==> src/rtl/keypad_pkg.sv <==
// ============================================================================
// Module   : keypad_pkg
// Brief    : Shared FSM encoding, key map and parameter defaults for keypad_scan
// Revision : 1.0
// ============================================================================
`default_nettype none

package keypad_pkg;

    localparam int SCAN_DIV_DEFAULT       = 100000;
    localparam int DEBOUNCE_TICKS_DEFAULT = 20;

    typedef enum logic [1:0] {
        ST_SCAN         = 2'd0,
        ST_DEBOUNCE     = 2'd1,
        ST_PRESSED      = 2'd2,
        ST_RELEASE_WAIT = 2'd3
    } state_t;

    // One nibble per key, indexed by {row, col}; index 0 is the low nibble.
    localparam logic [63:0] KEY_MAP = {
        4'hD, 4'hF, 4'h0, 4'hE,
        4'hC, 4'h9, 4'h8, 4'h7,
        4'hB, 4'h6, 4'h5, 4'h4,
        4'hA, 4'h3, 4'h2, 4'h1
    };

    function automatic logic [3:0] key_lookup(input logic [1:0] row, input logic [1:0] col);
        return KEY_MAP[{row, col, 2'b00} +: 4];
    endfunction

endpackage

`default_nettype wire

==> src/rtl/keypad_tick_gen.sv <==
// ============================================================================
// Module   : keypad_tick_gen
// Brief    : Free-running prescaler producing a one-cycle scan tick
// Revision : 1.0
// ============================================================================
`default_nettype none

module keypad_tick_gen
    import keypad_pkg::*;
#(
    parameter int SCAN_DIV = SCAN_DIV_DEFAULT
) (
    input  logic clk_100mhz,
    input  logic reset,
    output logic tick
);

    localparam int              PW   = $clog2(SCAN_DIV);
    localparam logic [PW-1:0]   LAST = PW'(SCAN_DIV - 1);

    logic [PW-1:0] presc_q;
    logic [PW-1:0] presc_d;

    always_comb begin
        tick    = (presc_q == LAST);
        presc_d = tick ? '0 : presc_q + PW'(1);
    end

    always_ff @(posedge clk_100mhz or posedge reset) begin
        if (reset) begin
            presc_q <= '0;
        end else begin
            presc_q <= presc_d;
        end
    end

endmodule

`default_nettype wire

==> src/rtl/keypad_scan.sv <==
// ============================================================================
// Module   : keypad_scan
// Brief    : 4x4 keypad column scanner with debounce; KEYPAD_ENTRY_EN adds a
//            4-digit BCD entry register on entry_value
// Revision : 1.0
// ============================================================================
`default_nettype none

module keypad_scan
    import keypad_pkg::*;
#(
    parameter int SCAN_DIV       = SCAN_DIV_DEFAULT,
    parameter int DEBOUNCE_TICKS = DEBOUNCE_TICKS_DEFAULT
) (
    input  logic        clk_100mhz,
    input  logic        reset,
    input  logic [3:0]  row_n,
    output logic [3:0]  col_n,
    output logic [3:0]  key_code,
    output logic        key_valid,
`ifdef KEYPAD_ENTRY_EN
    output logic        key_held,
    output logic [15:0] entry_value
`else
    output logic        key_held
`endif
);

    localparam int            CW      = $clog2(DEBOUNCE_TICKS + 1);
    localparam logic [CW-1:0] DEB_LIM = CW'(DEBOUNCE_TICKS);

    logic          tick;
    logic [3:0]    sync1_q, sync1_d;
    logic [3:0]    sync2_q, sync2_d;
    state_t        state_q, state_d;
    logic [1:0]    col_idx_q, col_idx_d;
    logic [1:0]    row_sel_q, row_sel_d;
    logic [CW-1:0] cnt_q, cnt_d;
    logic [CW-1:0] cnt_inc;
    logic [3:0]    key_code_q, key_code_d;
    logic          key_valid_q, key_valid_d;
    logic [1:0]    low_row;
    logic          any_low;
    logic          row_low;

    keypad_tick_gen #(
        .SCAN_DIV   (SCAN_DIV)
    ) u_tick_gen (
        .clk_100mhz (clk_100mhz),
        .reset      (reset),
        .tick       (tick)
    );

    // Lowest-index active row wins when several rows are low together.
    always_comb begin
        sync1_d = row_n;
        sync2_d = sync1_q;
        low_row = 2'd0;
        for (int i = 3; i >= 0; i--) begin
            if (!sync2_q[i]) begin
                low_row = 2'(i);
            end
        end
        any_low = ~&sync2_q;
        row_low = ~sync2_q[row_sel_q];
    end

    always_ff @(posedge clk_100mhz or posedge reset) begin
        if (reset) begin
            sync1_q     <= 4'b1111;
            sync2_q     <= 4'b1111;
            state_q     <= ST_SCAN;
            col_idx_q   <= 2'd0;
            row_sel_q   <= 2'd0;
            cnt_q       <= '0;
            key_code_q  <= 4'h0;
            key_valid_q <= 1'b0;
        end else begin
            sync1_q     <= sync1_d;
            sync2_q     <= sync2_d;
            state_q     <= state_d;
            col_idx_q   <= col_idx_d;
            row_sel_q   <= row_sel_d;
            cnt_q       <= cnt_d;
            key_code_q  <= key_code_d;
            key_valid_q <= key_valid_d;
        end
    end

    always_comb begin
        state_d     = state_q;
        col_idx_d   = col_idx_q;
        row_sel_d   = row_sel_q;
        cnt_d       = cnt_q;
        key_code_d  = key_code_q;
        key_valid_d = 1'b0;
        cnt_inc     = cnt_q + CW'(1);
        if (tick) begin
            case (state_q)
                ST_SCAN: begin
                    if (any_low) begin
                        row_sel_d = low_row;
                        cnt_d     = '0;
                        state_d   = ST_DEBOUNCE;
                    end else begin
                        col_idx_d = col_idx_q + 2'd1;
                    end
                end
                ST_DEBOUNCE: begin
                    if (row_low) begin
                        cnt_d = cnt_inc;
                        if (cnt_inc == DEB_LIM) begin
                            key_code_d  = key_lookup(row_sel_q, col_idx_q);
                            key_valid_d = 1'b1;
                            state_d     = ST_PRESSED;
                        end
                    end else begin
                        state_d   = ST_SCAN;
                        col_idx_d = col_idx_q + 2'd1;
                    end
                end
                ST_PRESSED: begin
                    if (!row_low) begin
                        cnt_d   = '0;
                        state_d = ST_RELEASE_WAIT;
                    end
                end
                ST_RELEASE_WAIT: begin
                    if (!row_low) begin
                        cnt_d = cnt_inc;
                        if (cnt_inc == DEB_LIM) begin
                            state_d   = ST_SCAN;
                            col_idx_d = col_idx_q + 2'd1;
                        end
                    end else begin
                        cnt_d   = '0;
                        state_d = ST_PRESSED;
                    end
                end
                default: state_d = ST_SCAN;
            endcase
        end
    end

    always_comb begin
        col_n     = ~(4'b0001 << col_idx_q);
        key_code  = key_code_q;
        key_valid = key_valid_q;
        key_held  = (state_q == ST_PRESSED) || (state_q == ST_RELEASE_WAIT);
    end

`ifdef KEYPAD_ENTRY_EN
    logic [15:0] entry_q, entry_d;

    // Digits shift in from the right; C clears; other letters are ignored.
    always_comb begin
        entry_d = entry_q;
        if (key_valid_d) begin
            if (key_code_d <= 4'd9) begin
                entry_d = {entry_q[11:0], key_code_d};
            end else if (key_code_d == 4'hC) begin
                entry_d = 16'h0000;
            end
        end
    end

    always_ff @(posedge clk_100mhz or posedge reset) begin
        if (reset) begin
            entry_q <= 16'h0000;
        end else begin
            entry_q <= entry_d;
        end
    end

    assign entry_value = entry_q;
`endif

endmodule

`default_nettype wire

==> config.mk <==
export PLATFORM = sky130hd
export DESIGN_NAME = keypad_scan
export DESIGN_NICKNAME = d
export VERILOG_FILES = /design/src/rtl/keypad_pkg.sv /design/src/rtl/keypad_tick_gen.sv /design/src/rtl/keypad_scan.sv
export SDC_FILE = /design/constraint.sdc
export NUM_CORES = 1
export LEC_CHECK = 0
export ABC_AREA = 1
export BUFFER_PORTS_ARGS = -buffer_cell sky130_fd_sc_hd__buf_2
export CAP_MARGIN = 20
export CORE_ASPECT_RATIO = 1.1
export CORE_MARGIN = 1
export CORE_UTILIZATION = 50
export CTS_CLUSTER_DIAMETER = 30
export DETAILED_ROUTE_END_ITERATION = 7
export GPL_ROUTABILITY_DRIVEN = 0
export PLACE_DENSITY = 0.68
export SLEW_MARGIN = 40
export SYNTH_ARGS = -nofsm -noshare
export SYNTH_HDL_FRONTEND = slang
export SYNTH_SLANG_ARGS = --single-unit
==> constraint.sdc <==
create_clock -name clk_100mhz -period 2.2 [get_ports clk_100mhz]
set_clock_uncertainty 0.1 [all_clocks]
set_input_delay 0.33 -clock clk_100mhz [delete_from_list [all_inputs] [get_ports clk_100mhz]]
set_output_delay 0.33 -clock clk_100mhz [all_outputs]
set_load 0.01 [all_outputs]
==> results of run 1 <==
[placed cells by master (no fill, tap or decap), drive strengths merged, types with 5 or more instances in the layout]
cell type,synthesis,routed
nand2,66,66
inv,44,44
nor2,38,38
dfrtp,33,33
o21ai,26,26
nand3,22,22
buf,2,16
nand4,11,11
ha,9,9
a21oi,8,8
dfstp,8,8
clkbuf,1,6
xor2,5,5
[worst max-delay path, delay by kind of cell (launching register included)]
kind                   cells  cell delay [ps]
AND/OR/NAND/NOR            7              810
buffers and inverters      1              130
flip-flops                 1              610
[power breakdown]
group          leakage, nW  internal, mW  switching, mW
registers            0.531         0.767        0.00481
logic                0.642       0.00847         0.0251
clock network       0.0574         0.369          0.269
[layout make-up]
type	count	area (um2)	share of cell area [%]
multi-input combinational	198	1150	43.7
sequential	41	1040	39.3
inverter	46	175	6.64
clock buffer	6	82.6	3.13
timing repair buffer	16	82.6	3.13
tap	56	70.1	2.66
clock inverter	2	37.5	1.42
[metrics by stage]
step | std cells | area, um2 | worst slack, ps
5_1_grt | 365 | 2640 | 252
6_report | 365 | 2640 | 455
3_3_place_gp | 357 | 2520 | 491
2_1_floorplan | 288 | 2390 | 659
3_5_place_dp | 357 | 2520 | 460
4_1_cts | 365 | 2640 | 438
[registers in the layout, summed over array words and instances, names as in the netlist, named ones only]
| register | cells |
|---|---|
| u_tick_gen.presc_q | 17 |
| cnt_q | 5 |
| key_code | 4 |
| sync1_q | 4 |
| sync2_q | 4 |
| col_idx_q | 2 |
| row_sel_q | 2 |
| key_valid | 1 |
| state_q | 1 |
[Yosys cell counts, drive strengths merged]
master,count,area share [%]
dfrtp,33,35
inv,44,6.9
o221ai,1,0.37
nor3,3,1.0
nand3,22,5.8
clkbuf,1,0.16
nand4,11,3.5
nor2,38,9.3
xor2,5,1.8
dfstp,8,8.8
o21ai,26,5.5
ha,9,4.7
a21oi,8,1.7
nand2,66,12
nand3b,3,0.94
a32oi,1,0.37
and2,1,0.26
nor4,1,0.26
buf,2,0.79
o22ai,2,0.52
clkinv,2,0.42
o311ai,1,0.37
[worst min-delay path by stage]
| stage | slack (ps) | end | from | cells past startpoint |
|---|---|---|---|---|
| floorplan | 230 | sync1_q[0] | row_n[0] | 0 |
| global placement | 250 | sync2_q[3] | sync1_q[3] | 0 |
| detailed placement | 250 | sync2_q[0] | sync1_q[0] | 0 |
| CTS | 20 | sync1_q[0] | row_n[0] | 1 |
| global route | 3 | sync1_q[1] | row_n[1] | 1 |
| finish | 30 | sync1_q[0] | row_n[0] | 1 |
[kinds of logic (layout without fill, tap and decap cells)]
family | count (synthesis) | count (layout) | share of synthesized area [%]
AOI/OAI and AO/OA | 39 | 39 | 8.76
and+or+nand+nor | 145 | 145 | 33.0
adders and majority gates | 9 | 9 | 4.72
xor gates and xnor gates | 5 | 5 | 1.84
DFF | 41 | 41 | 43.4
buffers and inverters | 49 | 70 | 8.29
[layer usage]
layer	wire (um)	global-route usage (%)	part of all wire (%)	vias to the layer above
met3	150	4.60	3.5	4
met1	2120	24.6	49	864
met4	71	8.33	1.6	0
met5	0	0	0	-
met2	1960	31.8	46	32
li1	-	-	-	971
==> results summary, run 1 <==
The worst setup path is captured at a flip-flop. The share of cells above drive strength 1 came out at 22.7%. The detailed router's first-iteration violation count is 134.

Across the VDD grid, the largest voltage drop is 0.000229 V. The average cell area after synthesis is 8.28 um2. Compared with the post-synthesis result, the final layout area differs by 10.5%. The final-layout fill cell count is 441. The register bit count reported by yosys came out at 41. The endpoint identified for the worst register-to-register timing path is state_q[0]. The highest net fanout along the worst path came out at 12. The startpoint of the worst setup timing path is row_sel_q[0]. The width of the chip is 67.9 um. For this design the ratio of total power to cell area is 547 mW/mm2.

TritonCTS built the clock tree. The average via count per standard cell is 5.13. The total number of yosys warnings is 0. The total overflow reported by the global router came out at 0.

In this run the worst setup path terminates at state_q[0]. In this run the number of H-tree levels came out at 2. The core footprint is 0.00462 mm2. The cell count after synthesis came out at 288. Gates resized during post-CTS repair numbered 0. The maximum buffer depth of the clock tree is 2.

The summed negative setup slack over all endpoints is 0 ps. The post-synthesis net count came out at 303. The critical path class is flip-flop to flip-flop. The post-synthesis instance area is 0.00239 mm2. The number of global-route vias before repair came out at 1,643. The number of post-CTS setup repair buffers came out at 0.

At the worst endpoint, the arrival time is 1830 ps. The initial antenna violation count came out at 0. For this design the static power due to leakage is 1.23 nW. On the critical path, the stage with the largest delay is an instance of sky130_fd_sc_hd__dfrtp_1. The number of max-slew violations in the final report is 0.

The wire length of the first global-routing pass came out at 7250 um. The initial core utilization came out at 51.7%. The clock slew seen by the registers of the worst setup and hold paths is 80 ps. The number of hold buffers added after CTS came out at 0. The flow ran to the end, and the final reports show no timing, DRC or antenna violations.

The pre-antenna-repair detailed-routing pass consisted of 5 iterations. The fmax came out at 573 MHz. Power comes to 1.44 mW. The maximum number of pins on one net before global-route repair came out at 42. The tool flagged a number of max-cap violations equal to 0.

The global-route usage over all layers is 19.5%. The detail route stage leaves a number of antenna-violating nets equal to 0. The final core utilization came out at 57.1%. Setup repair after global routing left no endpoint under its margin. The pin slew with the least headroom to its limit came out at 497 ps.

The final layout contains 323 nets. Counting distinct cell types in the post-synthesis netlist gives 34. CTS saw 41 sinks. The depth of the worst register-to-register path came out at 8. The floorplan step defined a die boundary enclosing 0.00505 mm2. Walking the worst path, the cells encountered are inv_2 > nand2_1 > nand3_2 > nand2_4 > nor2_8 > nor2_4 > nand4_1 > and2_1. Across all hold checks on the routed design, the worst slack comes to 27.7 ps. The total wire length after detailed routing is 4300 um. For this run, design rule violations remaining after detail routing come to 0.

Summed over all nets, the half-perimeter wirelength after detailed placement is 3160 um. The count of antenna diodes in the layout is 0. The average wire per standard cell came out at 11.8 um.

At the later pin of the worst-skew pair, clock insertion delay measures 300 ps. The count of input and output buffers is 15. The number of failing hold endpoints at the final stage came out at 0. In this run the critical register-to-register path is launched from row_sel_q[0]. Across all register-to-register paths, the minimum setup slack is 450 ps. STA classifies the critical path startpoint as a flip-flop. The total via count after detailed routing came out at 1,871. The number of failing setup endpoints in the final timing report is 0.

Clock tree synthesis selected as its root buffer the cell sky130_fd_sc_hd__clkbuf_8. On the worst path, the slowest cell contributes a delay of 610 ps. The post-route fraction of the period consumed by the critical path came out at 79.3%.

Headroom to the max-slew limit came out at 66.9%. The CTS buffer count came out at 5. In this run the worst hold path is classified as input pin to flip-flop. Data on the critical path is required at its endpoint by 2290 ps. Sequential elements use 43.4% of the synthesized area.

The die outline height came out at 74.5 um. The final critical-path required period is 1750 ps. The boundary pin count came out at 16. The number of standard-cell rows in the floorplan is 26.
Note: power is estimated with default switching activity, not from simulation.
==> run 2: changes to the inputs <==
--- a/config.mk
+++ b/config.mk
@@ -14,7 +14,7 @@
 export CTS_CLUSTER_DIAMETER = 30
 export DETAILED_ROUTE_END_ITERATION = 7
 export GPL_ROUTABILITY_DRIVEN = 0
-export PLACE_DENSITY = 0.68
+export PLACE_DENSITY = 0.71
 export SLEW_MARGIN = 40
 export SYNTH_ARGS = -nofsm -noshare
 export SYNTH_HDL_FRONTEND = slang
==> constraint.sdc (replaced) <==
create_clock -name clk_100mhz -period 1.57 [get_ports clk_100mhz]
set_clock_uncertainty 0.1 [all_clocks]
set_input_delay 0.2355 -clock clk_100mhz [delete_from_list [all_inputs] [get_ports clk_100mhz]]
set_output_delay 0.2355 -clock clk_100mhz [all_outputs]
set_load 0.01 [all_outputs]
==> results summary, run 2 (synthesized netlist as in run 1, its figures left out) <==
The flow ran to the end, but the final reports show violations. The final reports fail on setup timing. The relative area change from synthesis to final layout came out at 23.9%.

The CTS tree is yes. The element type at the critical path start is a flip-flop. The final-layout fill cell count is 368 (-17%).

The normalized max-slew margin is 75.8% (+8.9 points). The delay of the slowest critical-path stage came out at 400 ps (-210 ps). The arrival time of the worst setup path came to 1680 ps (-150 ps). The detailed-router iteration count before antenna repair was 4 (-1). Setup repair after global routing could not meet its margin everywhere. The clock net sink count came out at 41 (unchanged). The power density of the placed cells was 630 mW/mm2 (+15%). The clock slew seen by the registers of the worst setup and hold paths came to 80 ps (about the same). The number of max-slew violations in the final report is 0 (unchanged).

The critical path is of the flip-flop to flip-flop type. The fmax is 628 MHz (+9.6%). The routed length on met2 came out at 2230 um (+14%). The multi-input combinational cell area is 0.00126 mm2 (+9.1%).

The count of placed standard cells in the final layout, fillers left out is 391 (+7.1%). The clock latency reported for the late side of the worst-skew pair came out at 300 ps (about the same). The wire length of the first global-routing pass was 7410 um (+2.2%). u_tick_gen.presc_q holds more flip-flops than any other register. The detailed router's first-iteration violation count is 73 (-46%).

The post-route DRC violation count is 0 (unchanged). For this design, the slowest cell found on the critical path is sky130_fd_sc_hd__dfrtp_1. The signal on the critical path passes through ha_4 > nand2_2 > inv_2 > nand2_2 > nor2_1 > nand2_1 > nor2_4 > nand4_4 > nand2_1 > o21ai_1. The largest registers in the layout are u_tick_gen.presc_q (17), cnt_q (5). The total via count after detailed routing is 1,977 (+5.7%). The core footprint is 0.00462 mm2 (unchanged).

The tree is rooted in a sky130_fd_sc_hd__clkbuf_8. The total number of H-tree levels is 2 (unchanged). The count of max-cap constraint violations came out at 0 (unchanged).

The post-layout worst setup margin came to -22.0 ps (-477 ps). The maximum buffer depth of the clock tree is 2 (unchanged). The summed negative setup slack over all endpoints came out at -107 ps (-107 ps). The share of cells above drive strength 1 was 32.5% (+9.9 points). The final layout net count came out at 349 (+8.0%). The average wire per standard cell is 12.0 um (+1.5%). After detailed routing, no signal wire sits above met4.

The initial antenna violation count is 0 (unchanged). The post-route fraction of the period consumed by the critical path was 101% (+22 points). The detailed-routed wire length on met3 is 144 um (-4.0%). The type of the tightest min-delay check is flip-flop to flip-flop. The area of the die came out at 0.00505 mm2 (unchanged).

The length of routed wiring on met1 is 2190 um (+3.3%). The CTS buffer count was 5 (unchanged). The most frequent standard cell in the layout excluding fill and tap cells is sky130_fd_sc_hd__nand2_1. The worst-case vdd ir drop came out at 0.000269 V (+17%). The flip-flop count of the largest register after layout is 17 (unchanged). The pin slew with the least headroom to its limit came out at 359 ps (-137 ps).

The post-DP HPWL is 3250 um (+2.9%). The width of the chip is 67.9 um (unchanged). The overall power after layout came out at 1.86 mW (+29%).

The total overflow reported by the global router is 0 (unchanged). The residual antenna-violating net count after detailed routing is 0 (unchanged). The storage element area came out at 0.00104 mm2 (+0.12%). The number of failing setup endpoints in the final timing report came out at 8 (+8). The maximum number of pins on one net before global-route repair came out at 42 (unchanged). The initial core utilization came to 51.7% (unchanged). The count of input and output buffers came out at 15 (unchanged). The final-layout worst hold slack came to 261 ps (+233 ps). The number of failing hold endpoints at the final stage came out at 0 (unchanged).

The placement-stage cell area is 0.00264 mm2 (+5.0%). The top cell types in the final layout, fill and taps aside, are sky130_fd_sc_hd__nand2_1 (51), sky130_fd_sc_hd__inv_1 (32), sky130_fd_sc_hd__dfrtp_1 (32). The worst setup path is captured at a flip-flop. The average via count per standard cell came out at 5.06 (-1.4%). The worst-case setup slack after placement came to -92.7 ps (-553 ps). The global-route usage over all layers is 19.5% (about the same). The data required time of the critical path was 1650 ps (-640 ps). The highest net fanout along the worst path is 10 (-2). The final core utilization is 64.0% (+6.9 points).

The number of standard-cell rows in the floorplan is 26 (unchanged). The final critical-path required period was 1590 ps (-153 ps). The setup slack of the worst register-to-register path is -20 ps (-480 ps). The final design area excluding fillers came out at 0.00296 mm2 (+12%). The boundary pin count came to 16 (unchanged). The total wire length after detailed routing is 4680 um (+8.7%).

The total leakage power came to 1.37 nW (+11%). The number of global-route vias before repair is 1,826 (+11%). The die outline height is 74.5 um (unchanged). The count of antenna diodes in the layout came to 0 (unchanged).

The number of instances in the placed design came out at 372 (+4.2%).
==> run 2: changes by cell type in the layout (fill, tap and decap cells not counted), moves of 4 or more <==
cell                            previous run  this run
sky130_fd_sc_hd__buf_4                     1        17
sky130_fd_sc_hd__buf_6                     0         4
sky130_fd_sc_hd__dlygate4sd3_1             0         5
sky130_fd_sc_hd__inv_1                    36        32
sky130_fd_sc_hd__nand2_1                  56        51
sky130_fd_sc_hd__nand2_2                   8        12
==> run 2: area by class of cell <==
class                   count  area share [%]
multi-input cells         199            42.5
inverters                  46            6.22
clock inverters             3           0.847
clock buffers               5            2.33
well taps                  56            2.37
repair buffers             41            10.6
flip-flops and latches     41            35.1
==> run 2: path summary, 6_finish.rpt <==
check / to / cells after the start / start
worst min-delay path: sync2_q[1] / 0 / sync1_q[1]
max in group asynchronous: sync1_q[2] / 4 / reset
min in group asynchronous: u_tick_gen.presc_q[9] / 4 / reset
worst min register to register: sync2_q[1] / 0 / sync1_q[1]
worst max-delay path: cnt_q[2] / 10 / u_tick_gen.presc_q[1]
worst max register to register: cnt_q[2] / 10 / u_tick_gen.presc_q[1]
==> run 2: repair_timing <==
| action | CTS | global route |
|---|---|---|
| endpoints found under the setup margin | 23 | 26 |
| gates resized for setup | 6 | 29 |
| hold buffers | 5 | 0 |
| pin swaps | 8 | 11 |
| hold endpoints to repair | 37 | 0 |
| buffers inserted | 2 | 3 |
| cloned | 0 | 1 |
==> run 2: routing by layer <==
metal | track usage, % | vias up
li1 | - | 1017
met1 | 22.9 | 912
met4 | 9.49 | 0
met5 | 0 | -
met3 | 4.45 | 10
met2 | 33.3 | 38
==> run 2: power by group <==
part,switching [mW],internal (mW),total (mW)
Clock,0.396,0.321,0.717
Sequential,0.00776,1.07,1.08
Combinational,0.0395,0.0247,0.0642
==> run 2: critical path, delay by kind of cell, from the launching register on <==
kind | cells | cell delay, ps
AO/OA/AOI/OAI | 1 | 70
adder cells (fa/ha/maj) | 1 | 160
buffers and inverters | 1 | 60
flip-flops | 1 | 400
AND/OR/NAND/NOR | 7 | 690
==> run 3: changes to the inputs <==
--- a/config.mk
+++ b/config.mk
@@ -5,7 +5,6 @@
 export SDC_FILE = /design/constraint.sdc
 export NUM_CORES = 1
 export LEC_CHECK = 0
-export ABC_AREA = 1
 export BUFFER_PORTS_ARGS = -buffer_cell sky130_fd_sc_hd__buf_2
 export CAP_MARGIN = 20
 export CORE_ASPECT_RATIO = 1.1
==> results summary, run 3 <==
The flow ran to the end, but the final reports show violations. The final reports fail on setup timing. The tree is rooted in a sky130_fd_sc_hd__clkbuf_8. The post-layout worst setup margin came out at -350 ps (-328 ps).

The maximum buffer depth of the clock tree was 2 (unchanged). The normalized max-slew margin is 76.4% (+0.62 points). The total wire length after detailed routing is 5110 um (+9.2%).

The die outline height is 70.9 um (-4.8%). The most frequent standard cell in the layout excluding fill and tap cells is sky130_fd_sc_hd__buf_4. The final-layout fill cell count came out at 259 (-30%). The depth of the worst register-to-register path is 6 (-4). The data required time of the critical path came out at 1640 ps (about the same).

The total via count after detailed routing was 1,765 (-11%). The type of the tightest min-delay check is flip-flop to flip-flop. The register with the most flip-flops in the final layout is u_tick_gen.presc_q. The flip-flop count of the largest register after layout was 17 (unchanged). The final layout net count is 300 (-14%). The detailed-router iteration count before antenna repair came out at 4 (unchanged).

The register bit count reported by yosys came out at 41 (unchanged). The summed negative setup slack over all endpoints is -5480 ps (-5380 ps). The residual antenna-violating net count after detailed routing came to 0 (unchanged). The most used standard cell by instance count after synthesis is sky130_fd_sc_hd__dfrtp_1. The power density of the placed cells is 585 mW/mm2 (-7.2%).

The post-synthesis net count was 218 (-28%). The instance count of the mapped netlist is 203 (-30%). The combinational group share of total power came to 4.3% (+0.9 points). The count of input and output buffers is 15 (unchanged).

The clock slew seen by the registers of the worst setup and hold paths is 80 ps (about the same). The count of antenna diodes in the layout came out at 0 (unchanged). The boundary pin count is 16 (unchanged).

On the critical path, the stage with the largest delay is an instance of sky130_fd_sc_hd__or4b_4. STA classifies the critical path startpoint as a flip-flop. The post-DP HPWL came out at 3260 um (+0.29%).

The average cell area after synthesis came out at 10.6 um2 (+28%). The relative area change from synthesis to final layout came out at 44.3%. The worst-case vdd ir drop was 0.000607 V (+130%).

The fmax is 521 MHz (-17%). The post-route DRC violation count came out at 0 (unchanged). Setup repair after global routing could not meet its margin everywhere. The post-synthesis instance area came out at 0.00216 mm2 (-9.5%). The setup slack of the worst register-to-register path is -350 ps (-330 ps). The post-route fraction of the period consumed by the critical path is 122% (+21 points). The clock network fraction of total power is 36.4% (-2.1 points). The total leakage power came out at 1.41 nW (+3.3%).

The global-route usage over all layers is 22.8% (+3.3 points). The placement-stage cell area came out at 0.00269 mm2 (+1.8%). The arrival time of the worst setup path came out at 1990 ps (+310 ps). The clock latency reported for the late side of the worst-skew pair was 290 ps (about the same). The initial antenna violation count is 0 (unchanged). The count of max-cap constraint violations came out at 0 (unchanged). The final critical-path required period is 1920 ps (+328 ps). The unique cell type count in the Yosys netlist is 46 (+35%). The total overflow reported by the global router is 0 (unchanged).

The count of cells along the worst hold path is 0 (unchanged). The total number of H-tree levels came out at 2 (unchanged). The width of the chip came out at 64.6 um (-4.7%).

The largest area contributor in the synthesized netlist is sky130_fd_sc_hd__dfrtp_1. In this design, the largest share of critical-path delay is due to simple AND/OR/NAND/NOR gates. The final design area excluding fillers is 0.00312 mm2 (+5.4%). The dominant synthesized flop cell is sky130_fd_sc_hd__dfrtp_1. The net switching share of the total power came out at 21.7% (-2.1 points).

The largest registers in the layout are u_tick_gen.presc_q (17), cnt_q (5). The detailed router's first-iteration violation count is 69 (-5.5%). The delay of the slowest critical-path stage is 550 ps (+150 ps).

The number of max-slew violations in the final report came out at 0 (unchanged). By count the netlist is led by sky130_fd_sc_hd__dfrtp_1 (33), sky130_fd_sc_hd__nand2_1 (21), sky130_fd_sc_hd__inv_1 (13). The total number of yosys warnings came to 0 (unchanged). The share of synthesized area occupied by flip-flops and latches came out at 48.0% (+4.6 points).

The maximum number of pins on one net before global-route repair was 42 (unchanged). The share of flip-flops with an asynchronous set or reset is 100% (unchanged). The internal power is 1.43 mW (+0.47%). The number of enable-type register cells in the synthesized netlist is 0 (unchanged). The end of the worst hold path is sync2_q[2].

Walking the worst path, the cells encountered are or4b_4 > nor4_4 > buf_6 > buf_4 > nand3_2 > mux2i_2. The average via count per standard cell is 5.22 (+3.3%). The area of the die came out at 0.00458 mm2 (-9.3%). The number of global-route vias before repair came out at 1,755 (-3.9%). The total net switching power is 0.396 mW (-11%). The critical path in this run is classified as flip-flop to flip-flop.

The clock net sink count came out at 41 (unchanged). The worst setup path is captured at a flip-flop. The number of failing hold endpoints at the final stage came to 0 (unchanged). By area the synthesized netlist is led by sky130_fd_sc_hd__dfrtp_1 (38%), sky130_fd_sc_hd__dfstp_2 (9.7%), sky130_fd_sc_hd__ha_1 (5.2%). TritonCTS built the clock tree. The startpoint identified for the worst register-to-register timing path is u_tick_gen.presc_q[11]. In the layout the commonest cells are sky130_fd_sc_hd__buf_4 (52), sky130_fd_sc_hd__dfrtp_1 (33), sky130_fd_sc_hd__nand2_1 (19). The highest net fanout along the worst path is 6 (-4).

The average wire per standard cell came out at 15.1 um (+26%). The proportion of netlist area held by the largest area contributor is 38.3% (+3.7 points). In this run the most critical hold path is launched from sync1_q[2].

The worst path buffer plus inverter count came out at 2 (+1). The wire length of the first global-routing pass came out at 7990 um (+7.8%). The initial core utilization came out at 53.2% (+1.6 points). The number of standard-cell rows in the floorplan is 24 (-7.7%). The core footprint is 0.00405 mm2 (-12%).

The sequential group share of total power came out at 59.3% (+1.2 points). The number of failing setup endpoints in the final timing report came out at 25 (+17). The CTS buffer count came to 5 (unchanged). The pin slew with the least headroom to its limit is 353 ps (-6.59 ps). The share of cells above drive strength 1 came to 51.4% (+19 points).
==> run 3: cell types whose count changed after synthesis, moves of 5 or more <==
cell,before,now
sky130_fd_sc_hd__nor2_1,27,12
sky130_fd_sc_hd__inv_1,36,13
sky130_fd_sc_hd__nand2_1,56,21
sky130_fd_sc_hd__mux2_2,0,6
sky130_fd_sc_hd__inv_2,8,0
sky130_fd_sc_hd__nand2_2,8,0
sky130_fd_sc_hd__o21ai_1,10,2
sky130_fd_sc_hd__nand3_1,18,10
sky130_fd_sc_hd__mux2i_1,0,5
sky130_fd_sc_hd__xnor2_1,0,9
==> run 3: power groups by stage <==
stage | logic (mW) | registers (mW) | clock network (mW)
floorplan | 0.0340 | 1.10 | 0
global placement | 0.0577 | 1.10 | 0
detailed placement | 0.0593 | 1.10 | 0
CTS | 0.0776 | 1.08 | 0.676
global route | 0.0867 | 1.08 | 0.726
finish | 0.0783 | 1.08 | 0.663
==> run 3: metal layers <==
| layer | vias to the layer above | GRT usage [%] | part of all wire (%) |
|---|---|---|---|
| met5 | - | 0 | 0 |
| met4 | 0 | 5.93 | 0.67 |
| met3 | 4 | 4.35 | 1.9 |
| met2 | 25 | 39.9 | 52 |
| met1 | 852 | 28.9 | 46 |
| li1 | 884 | - | - |
==> run 3: cells by family (layout without fill, tap and decap cells) <==
family                   after synthesis  count (layout)  share of synthesized area (%)
AND/OR/NAND/NOR                       74              74                           19.5
flip-flops                            41              41                           48.0
AO/OA/AOI/OAI                         32              32                           10.1
buffers and inverters                 20             103                           4.46
XOR/XNOR                              13              13                           5.28
multiplexers                          12              12                           6.49
adder cells (fa/ha/maj)               11              11                           6.15
==> run 3: how the worst max path moves through the flow <==
stage | from | endpoint | cells past startpoint
floorplan | u_tick_gen.presc_q[11] | cnt_q[4] | 5
global placement | row_sel_q[0] | col_idx_q[1] | 5
global route | u_tick_gen.presc_q[11] | flip-flop | 6
finish | u_tick_gen.presc_q[11] | flip-flop | 6
CTS | u_tick_gen.presc_q[11] | row_sel_q[0] | 6
detailed placement | u_tick_gen.presc_q[11] | key_code[2] | 4
==> run 3: worst reg2reg max path: stages, from the launching register on <==
cell	delay, ps
sky130_fd_sc_hd__dfrtp_1	410
sky130_fd_sc_hd__or4b_4	550
sky130_fd_sc_hd__nor4_4	200
sky130_fd_sc_hd__buf_6	180
sky130_fd_sc_hd__buf_4	120
sky130_fd_sc_hd__nand3_2	80
sky130_fd_sc_hd__mux2i_2	170
==> run 3: stage by stage <==
stage | power, mW | hold slack, ps | utilization [%] | instances | setup WS (ps)
6_report | 1.82 | 259 | 76.9 | 338 | -350
4_1_cts | 1.83 | 259 | 73.1 | 334 | -338
3_3_place_gp | 1.16 | 205 | 66.3 | 314 | -318
3_5_place_dp | 1.16 | 211 | 66.3 | 314 | -381
5_1_grt | 1.89 | 260 | 76.9 | 338 | -408
2_1_floorplan | 1.13 | 140 | - | 203 | -329
==> run 3: what timing repair did <==
item                       CTS  global route
setup buffers                7             6
pin swaps                   14            12
setup endpoints to repair   28            32
gates resized for setup     27            25
cloned                       0             0
hold buffers                 5             0
hold endpoints to repair    37             0
==> run 3: layout make-up <==
class	count	area, um2	area share [%]
Tap cell	52	65.1	2.09
Clock buffer	8	80.1	2.57
Inverter	13	48.8	1.57
Sequential cell	41	1040	33.3
Timing Repair Buffer	82	637	20.4
Multi-Input combinational cell	142	1250	40.1
